$ cat src/rtl/pipe_stage_reg.sv
`default_nettype none
// ============================================================================
// Module   : pipe_stage_reg
// Brief    : Inter-stage pipeline register with valid, stall, flush and a
//            saturating Tnew countdown. Define STAGE_STATS_EN to add
//            stall/bubble event counters.
// Revision : 1.0 - initial release
// ============================================================================
module pipe_stage_reg #(
    parameter int unsigned DATA_W   = 64,
    parameter int unsigned TNEW_W   = 2,
    parameter logic [31:0] RESET_PC = 32'h0000_3000,
    parameter bit          DEC_TNEW = 1'b1
) (
    input  logic              clk,
    input  logic              reset,
    input  logic              stall,
    input  logic              flush,
    input  logic              in_valid,
    input  logic [31:0]       in_ins,
    input  logic [31:0]       in_pc,
    input  logic [DATA_W-1:0] in_payload,
    input  logic [4:0]        in_a3,
    input  logic              in_we,
    input  logic [TNEW_W-1:0] in_tnew,
    output logic              out_valid,
    output logic [31:0]       out_ins,
    output logic [31:0]       out_pc,
    output logic [31:0]       out_pc8,
    output logic [DATA_W-1:0] out_payload,
    output logic [4:0]        out_a3,
    output logic              out_we,
    output logic [TNEW_W-1:0] out_tnew
`ifdef STAGE_STATS_EN
    ,
    output logic [31:0]       stall_cnt,
    output logic [31:0]       bubble_cnt
`endif
);

    logic [TNEW_W-1:0] w_tnew_adv;
    logic              w_we_adv;

    generate
        if (DEC_TNEW) begin : g_tnew_dec
            // Saturate at zero so a finished producer never reads as "far away".
            assign w_tnew_adv = (in_tnew == '0) ? '0 : in_tnew - TNEW_W'(1);
        end else begin : g_tnew_pass
            assign w_tnew_adv = in_tnew;
        end
    endgenerate

    assign w_we_adv = in_we & in_valid & (in_a3 != 5'd0);
    assign out_pc8  = out_pc + 32'd8;

    always_ff @(posedge clk) begin
        if (reset) begin
            out_valid   <= 1'b0;
            out_ins     <= 32'd0;
            out_pc      <= RESET_PC;
            out_payload <= '0;
            out_a3      <= 5'd0;
            out_we      <= 1'b0;
            out_tnew    <= '0;
        end else if (flush) begin
            // Bubble keeps the upstream PC for later EPC use.
            out_valid   <= 1'b0;
            out_ins     <= 32'd0;
            out_pc      <= in_pc;
            out_payload <= '0;
            out_a3      <= 5'd0;
            out_we      <= 1'b0;
            out_tnew    <= '0;
        end else if (!stall) begin
            out_valid   <= in_valid;
            out_ins     <= in_valid ? in_ins : 32'd0;
            out_pc      <= in_pc;
            out_payload <= in_payload;
            out_a3      <= in_a3;
            out_we      <= w_we_adv;
            out_tnew    <= in_valid ? w_tnew_adv : '0;
        end
    end

`ifdef STAGE_STATS_EN
    always_ff @(posedge clk) begin
        if (reset) begin
            stall_cnt  <= 32'd0;
            bubble_cnt <= 32'd0;
        end else begin
            if (!flush && stall)
                stall_cnt <= stall_cnt + 32'd1;
            if (flush || (!stall && !in_valid))
                bubble_cnt <= bubble_cnt + 32'd1;
        end
    end
`endif

endmodule
`default_nettype wire

$ cat config.mk
export PLATFORM = sky130hd
export DESIGN_NAME = pipe_stage_reg
export DESIGN_NICKNAME = d
export VERILOG_FILES = /design/src/rtl/pipe_stage_reg.sv
export SDC_FILE = /design/constraint.sdc
export NUM_CORES = 1
export LEC_CHECK = 0
export ABC_AREA = 1
export BUFFER_PORTS_ARGS = -buffer_cell sky130_fd_sc_hd__buf_4
export CAP_MARGIN = 20
export CELL_PAD_IN_SITES_DETAIL_PLACEMENT = 0
export CELL_PAD_IN_SITES_GLOBAL_PLACEMENT = 1
export CORE_MARGIN = 2
export CORE_UTILIZATION = 27
export DETAILED_ROUTE_END_ITERATION = 6
export PLACE_DENSITY = 0.84
export SLEW_MARGIN = 20
export SYNTH_ARGS = -nofsm -noshare
export SYNTH_HDL_FRONTEND = slang
export SYNTH_SLANG_ARGS = --single-unit
export TNS_END_PERCENT = 20
$ cat constraint.sdc
create_clock -name clk -period 1.31 [get_ports clk]
set_clock_uncertainty 0.05 [all_clocks]
set_input_delay 0.131 -clock clk [delete_from_list [all_inputs] [get_ports clk]]
set_output_delay 0.131 -clock clk [all_outputs]
set_load 0.02 [all_outputs]
==> results of run 1 <==
==> critical path: cells and delay by family (launching register included) <==
kind,cells,cell delay (ns)
and+or+nand+nor,7,0.71
DFF,1,0.36
buffers and inverters,1,0.12
adders and majority gates,1,0.14
==> cells in the mapped netlist <==
cell type / n / area [sq um]
buf_2: 24 / 120.1
nor2_4: 7 / 78.83
and2_1: 4 / 25.02
xor2_1: 10 / 87.58
nand3b_1: 8 / 60.06
nand2_1: 276 / 1036
nand2_4: 2 / 22.52
inv_1: 19 / 71.32
xnor2_1: 4 / 35.03
nor2_8: 1 / 20.02
a21oi_1: 109 / 545.5
buf_4: 5 / 37.54
inv_2: 2 / 7.510
o21ai_0: 30 / 150.1
clkbuf_1: 13 / 48.80
ha_1: 1 / 12.51
a211oi_1: 3 / 22.52
buf_1: 2 / 7.510
dfxtp_1: 137 / 2743
nand3_1: 11 / 55.05
xor2_2: 1 / 16.27
nor2_1: 77 / 289.0
nor2_2: 5 / 31.28
nand4_1: 1 / 6.260
nand2_2: 7 / 43.79
buf_6: 1 / 11.26
==> sequential cells by signal (all words and copies together), names as in the netlist <==
name,cells
out_ins,32
out_we,1
out_valid,1
out_tnew,2
out_a3,5
out_payload,64
out_pc,32
==> timing repair <==
item                                   CTS  global route
gates resized for setup                 21            10
endpoints found under the hold margin  135             0
pin swaps                               13             8
setup endpoints to repair               29            32
hold buffers                           136             0
==> cell families after synthesis <==
family,count (synthesis),synth area share
xor gates and xnor gates,15,0.02487
buffers and inverters,66,0.05445
DFF,137,0.4911
and+or+nand+nor,399,0.2987
adders and majority gates,1,0.002240
AOI/OAI and AO/OA,142,0.1286
==> stage by stage <==
stage	instance area [sq um]	power, mW	setup TNS [ns]
final	10840	11.73	-13.61
after global routing	10840	12.20	-16.44
after CTS	10820	11.87	-14.77
after detailed placement	8752	6.356	-2.826
after global placement	8752	6.345	-2.586
after floorplan	5732	5.339	-1.726
==> final cells by class <==
type	instances	area (sq um)	area share
Clock inverter	15	200.2	0.01847
Sequential cell	137	2791	0.2575
Tap cell	270	337.8	0.03116
Multi-Input combinational cell	557	2710	0.2500
Inverter	21	81.33	0.007501
Timing Repair Buffer	514	4295	0.3962
Clock buffer	17	425.4	0.03924
==> where the power goes <==
part	internal, mW	switching, mW	total [mW]
registers	4.33	0.118	4.44
logic	1.15	1.05	2.20
clock network	2.92	2.17	5.09
==> routing by layer <==
layer,GRT usage,up-vias,share of wire
met5,0,-,0
met1,0.2234,3096,0.40
met2,0.3453,280,0.49
met4,0.08381,0,0.030
li1,-,3380,-
met3,0.05463,49,0.075
==> worst paths after layout <==
kind | slack (ns) | from | cells past startpoint | end
hold / removal | 0.03 | stall | 3 | out_payload[53]$_SDFFE_PP0N_
hold reg to reg | 0.41 | out_payload[17]$_SDFFE_PP0N_ | 2 | out_payload[17]$_SDFFE_PP0N_
setup reg to reg | 0.39 | out_pc[7]$_SDFFE_PP0P_ | 3 | out_pc[7]$_SDFFE_PP0P_
setup / recovery | -0.63 | out_pc[3]$_SDFFE_PP0P_ | 9 | out_pc8[21]
==> impl_metrics.toml, run 1 <==
[clocking]
cts_buffer_depth = 2
cts_tree = "built"
path_clk_slew_ns = 0.06
htreeDepth = 4
numCtsBuffers = 17
clk_latency_ns = 0.42
clock-root-buffer = "clkbuf_16"
post_cts_buffers = 0
cts.sinks = 137

[grt]
grt_pass1_vias = 6827
grt_max_degree = 63
antenna_found_initial = 0
grt_use_total = 0.1964
globalRouteOverflowTotal = 0
grt_pass1_wl_microns = 34250

[sta]
finalWorstSetupSlack_ns = -0.6271
fmax_mhz = 516.2
rsz0062_at_grt = "yes"
layout_min_cycle_time_ns = 1.937
tightest_slew_ns = 0.3158
max-slew-margin-rel = 0.7895
setup_viol = 29
hold_ws_ns = 0.03027
slew_viol_final = 0
post-route-period-util = 1.479
final_hold_viol_count = 0

[final_layout]
final_cell_mix = "buf_4 (364), nand2_1 (270), dlygate4sd3_1 (136)"
fillers = 1804
layout-drive-gt1-share = 0.3814
finalNonFillerCells = 1531
mostFrequentLayoutCell = "buf_4"
finalCoreUtilization = 0.5358
nets = 1390
syn_to_final_growth_pct = 94.15
antennaDiodeCount = 0

[place]
dp_slack_ns = -0.2401
dp_cells = 1363
port_buffers = 309
gp_congestion = 0.8734
hpwlAfterDp_microns = 15170

[drt]
drc = 0
wl_per_cell_microns = 14.49
firstDrtPassIters = 4
via_count = 6805
antenna_left = 0
avgViaCountPerCell = 4.445
drtIter0Drc = 302
drt-total-wl_microns = 22180

[job]
cap_violations = 0

[worst_setup_path]
crit_path_cell_trace = "ha_4, nand2_4, nor2_4, nand2_4, nor2_4, nand2_1, nand2_1, nand2_2, buf_6"
crit_fanout = 5
cp_slowest_cell = "dfxtp_4"
cp.required_ns = 1.13
start_kind = "flip-flop"
arrival_ns = 1.76
max_stage_delay_ns = 0.36
worstSetupEndpointType = "output port"
critical_path_class = "reg2out"

[floorplanning]
boundaryPins = 310
start_util = 0.2760
die_area_sq_um = 21850
core-area_sq_um = 20230
die_y_microns = 147.8
dieWidth_microns = 147.8
rows = 52

[hold_path]
hold_class = "in2reg"

[yosys]
yosysWarnings = 0
syn_area_sq_um = 5584
synth_cells = 760
ys_seq_area_frac = 0.4911
ys_ff_latch = 137
syn-num-nets = 902
synth.distinct_cells = 26
syn_avg_cell_area_sq_um = 7.348

[power]
peakVddDrop_mv = 0.8032
p_per_area_nw_per_um2 = 1082
p_leak_nw = 4.916

[status]
status = "finished, violations left"
violations = "setup timing"
(Power assumes the default switching activity.)
==> inputs of run 2 (changes only) <==
--- a/config.mk
+++ b/config.mk
@@ -10,7 +10,7 @@
 export CAP_MARGIN = 20
 export CELL_PAD_IN_SITES_DETAIL_PLACEMENT = 0
 export CELL_PAD_IN_SITES_GLOBAL_PLACEMENT = 1
-export CORE_MARGIN = 2
+export CORE_MARGIN = 3
 export CORE_UTILIZATION = 27
 export DETAILED_ROUTE_END_ITERATION = 6
 export PLACE_DENSITY = 0.84
==> impl_metrics.toml, run 2 (same netlist as run 1, synthesis figures left out) <==
[job]
cap_violations = 0

[drt]
via_count = 6721
drtIter0Drc = 289
wl_per_cell_microns = 14.63
drc = 0
drt-total-wl_microns = 22380
firstDrtPassIters = 4
avgViaCountPerCell = 4.393
antenna_left = 0

[final_layout]
fillers = 1828
final_cell_area_sq_um = 10940
largest_reg_flops = 64
antennaDiodeCount = 0
mostFrequentLayoutCell = "buf_4"
multi_input_area_sq_um = 2745
nets = 1394
layout-drive-gt1-share = 0.3905
finalCoreUtilization = 0.5496
final_cell_mix = "buf_4 (353), nand2_1 (264), dlygate4sd3_1 (137)"
syn_to_final_growth_pct = 95.97
reg_top3 = "out_payload x64, out_ins x32, out_pc x32"
largest_register = "out_payload"
finalNonFillerCells = 1530
ff_latch_area_sq_um = 2790

[place]
dp_cells = 1358
gp_congestion = 0.8623
placed_area_sq_um = 8783
hpwlAfterDp_microns = 15700
port_buffers = 309
dp_slack_ns = -0.2023

[worst_setup_path]
r2r_slack_ns = 0.10
cp_common_cell = "nand2_1"
crit_fanout = 3
crit_path_cell_trace = "ha_4, nand2_4, nor2_4, nand2_2, nor2_4, nand2_1, nand2_1, nand2_1, buf_6"
critical_path_class = "reg2out"
crit_start = "out_pc[3]$_SDFFE_PP0P_"
start_kind = "flip-flop"
rr_worst_depth = 3
worstSetupEndpointType = "output port"
cp_slowest_cell = "dfxtp_4"
cp.required_ns = 1.13
crit_end = "out_pc8[25]"
arrival_ns = 1.71
worstReg2RegStart = "out_payload[58]$_SDFFE_PP0N_"
timing.rr.end = "out_payload[58]$_SDFFE_PP0N_"
max_stage_delay_ns = 0.35

[floorplanning]
die_area_sq_um = 22440
die_y_microns = 149.8
core-area_sq_um = 19910
dieWidth_microns = 149.8
boundaryPins = 310
rows = 51
start_util = 0.2805

[power]
peakVddDrop_mv = 0.7969
p_per_area_nw_per_um2 = 1052
total_power_mw = 11.51
p_leak_nw = 4.944

[grt]
grt_max_degree = 57
grt_use_total = 0.1916
grt_pass1_vias = 6681
globalRouteOverflowTotal = 0
antenna_found_initial = 0
grt_pass1_wl_microns = 34330

[clocking]
clock-root-buffer = "clkbuf_16"
htreeDepth = 4
cts_buffer_depth = 2
cts.sinks = 137
cts_tree = "built"
numCtsBuffers = 17
clk_latency_ns = 0.40
path_clk_slew_ns = 0.07

[sta]
tightest_slew_ns = 0.2665
max-slew-margin-rel = 0.8223
setup_viol = 28
tns_ns = -13.19
rsz0062_at_grt = "yes"
layout_min_cycle_time_ns = 1.891
post-route-period-util = 1.443
final_hold_viol_count = 0
slew_viol_final = 0
finalWorstSetupSlack_ns = -0.5810
fmax_mhz = 528.8
hold_ws_ns = 0.01396

[hold_path]
hold_class = "in2reg"

[status]
violations = "setup timing"
status = "finished, violations left"
## run 2: worst min path at each step
stage	slack, ns	depth (start not counted)	startpoint	endpoint
after global routing	0.01	3	stall	out_payload[0]$_SDFFE_PP0N_
after CTS	0.0004	3	stall	out_payload[0]$_SDFFE_PP0N_
after global placement	0.30	3	in_pc[1]	out_pc[1]$_SDFFE_PP0P_
after detailed placement	0.31	3	in_pc[7]	out_pc[7]$_SDFFE_PP0P_
final	0.01	3	stall	out_payload[0]$_SDFFE_PP0N_
after floorplan	0.21	2	in_pc[12]	out_pc[12]$_SDFFE_PP1P_
## run 2: cell type report
class | count | area share
sequential | 137 | 0.2550
multi-input combinational | 557 | 0.2509
timing repair buffer | 518 | 0.4028
inverter | 21 | 0.007432
clock inverter | 15 | 0.01475
clock buffer | 17 | 0.03887
tap | 265 | 0.03030
## run 2: repair_timing
action                                  CTS  global route
hold buffers                            138             0
hold endpoints to repair                135             0
setup buffers                             1             1
endpoints found under the setup margin   30            34
resized for setup                        21            32
cloned                                    0             0
pin swaps                                 8             9
## run 2: power breakdown
part / total [mW] / switching [mW] / internal (mW)
logic: 2.25 / 1.06 / 1.19
registers: 4.45 / 0.123 / 4.33
clock network: 4.81 / 2.11 / 2.71
## run 2: per-layer routing
metal  global-route usage  vias up  wire length, microns
met3              0.05845       26                  1657
met2               0.3388      233                 11280
met4              0.05169        0                   349
met5                    0        -                     0
met1               0.2247     3071                  9096
li1                     -     3391                     -
## run 2: worst max-delay path: cells and delay by family, from the launching register on
family                     cells  cell delay (ns)
DFF                            1             0.35
and+or+nand+nor                7             0.66
buffers and inverters          1             0.14
adders and majority gates      1             0.15
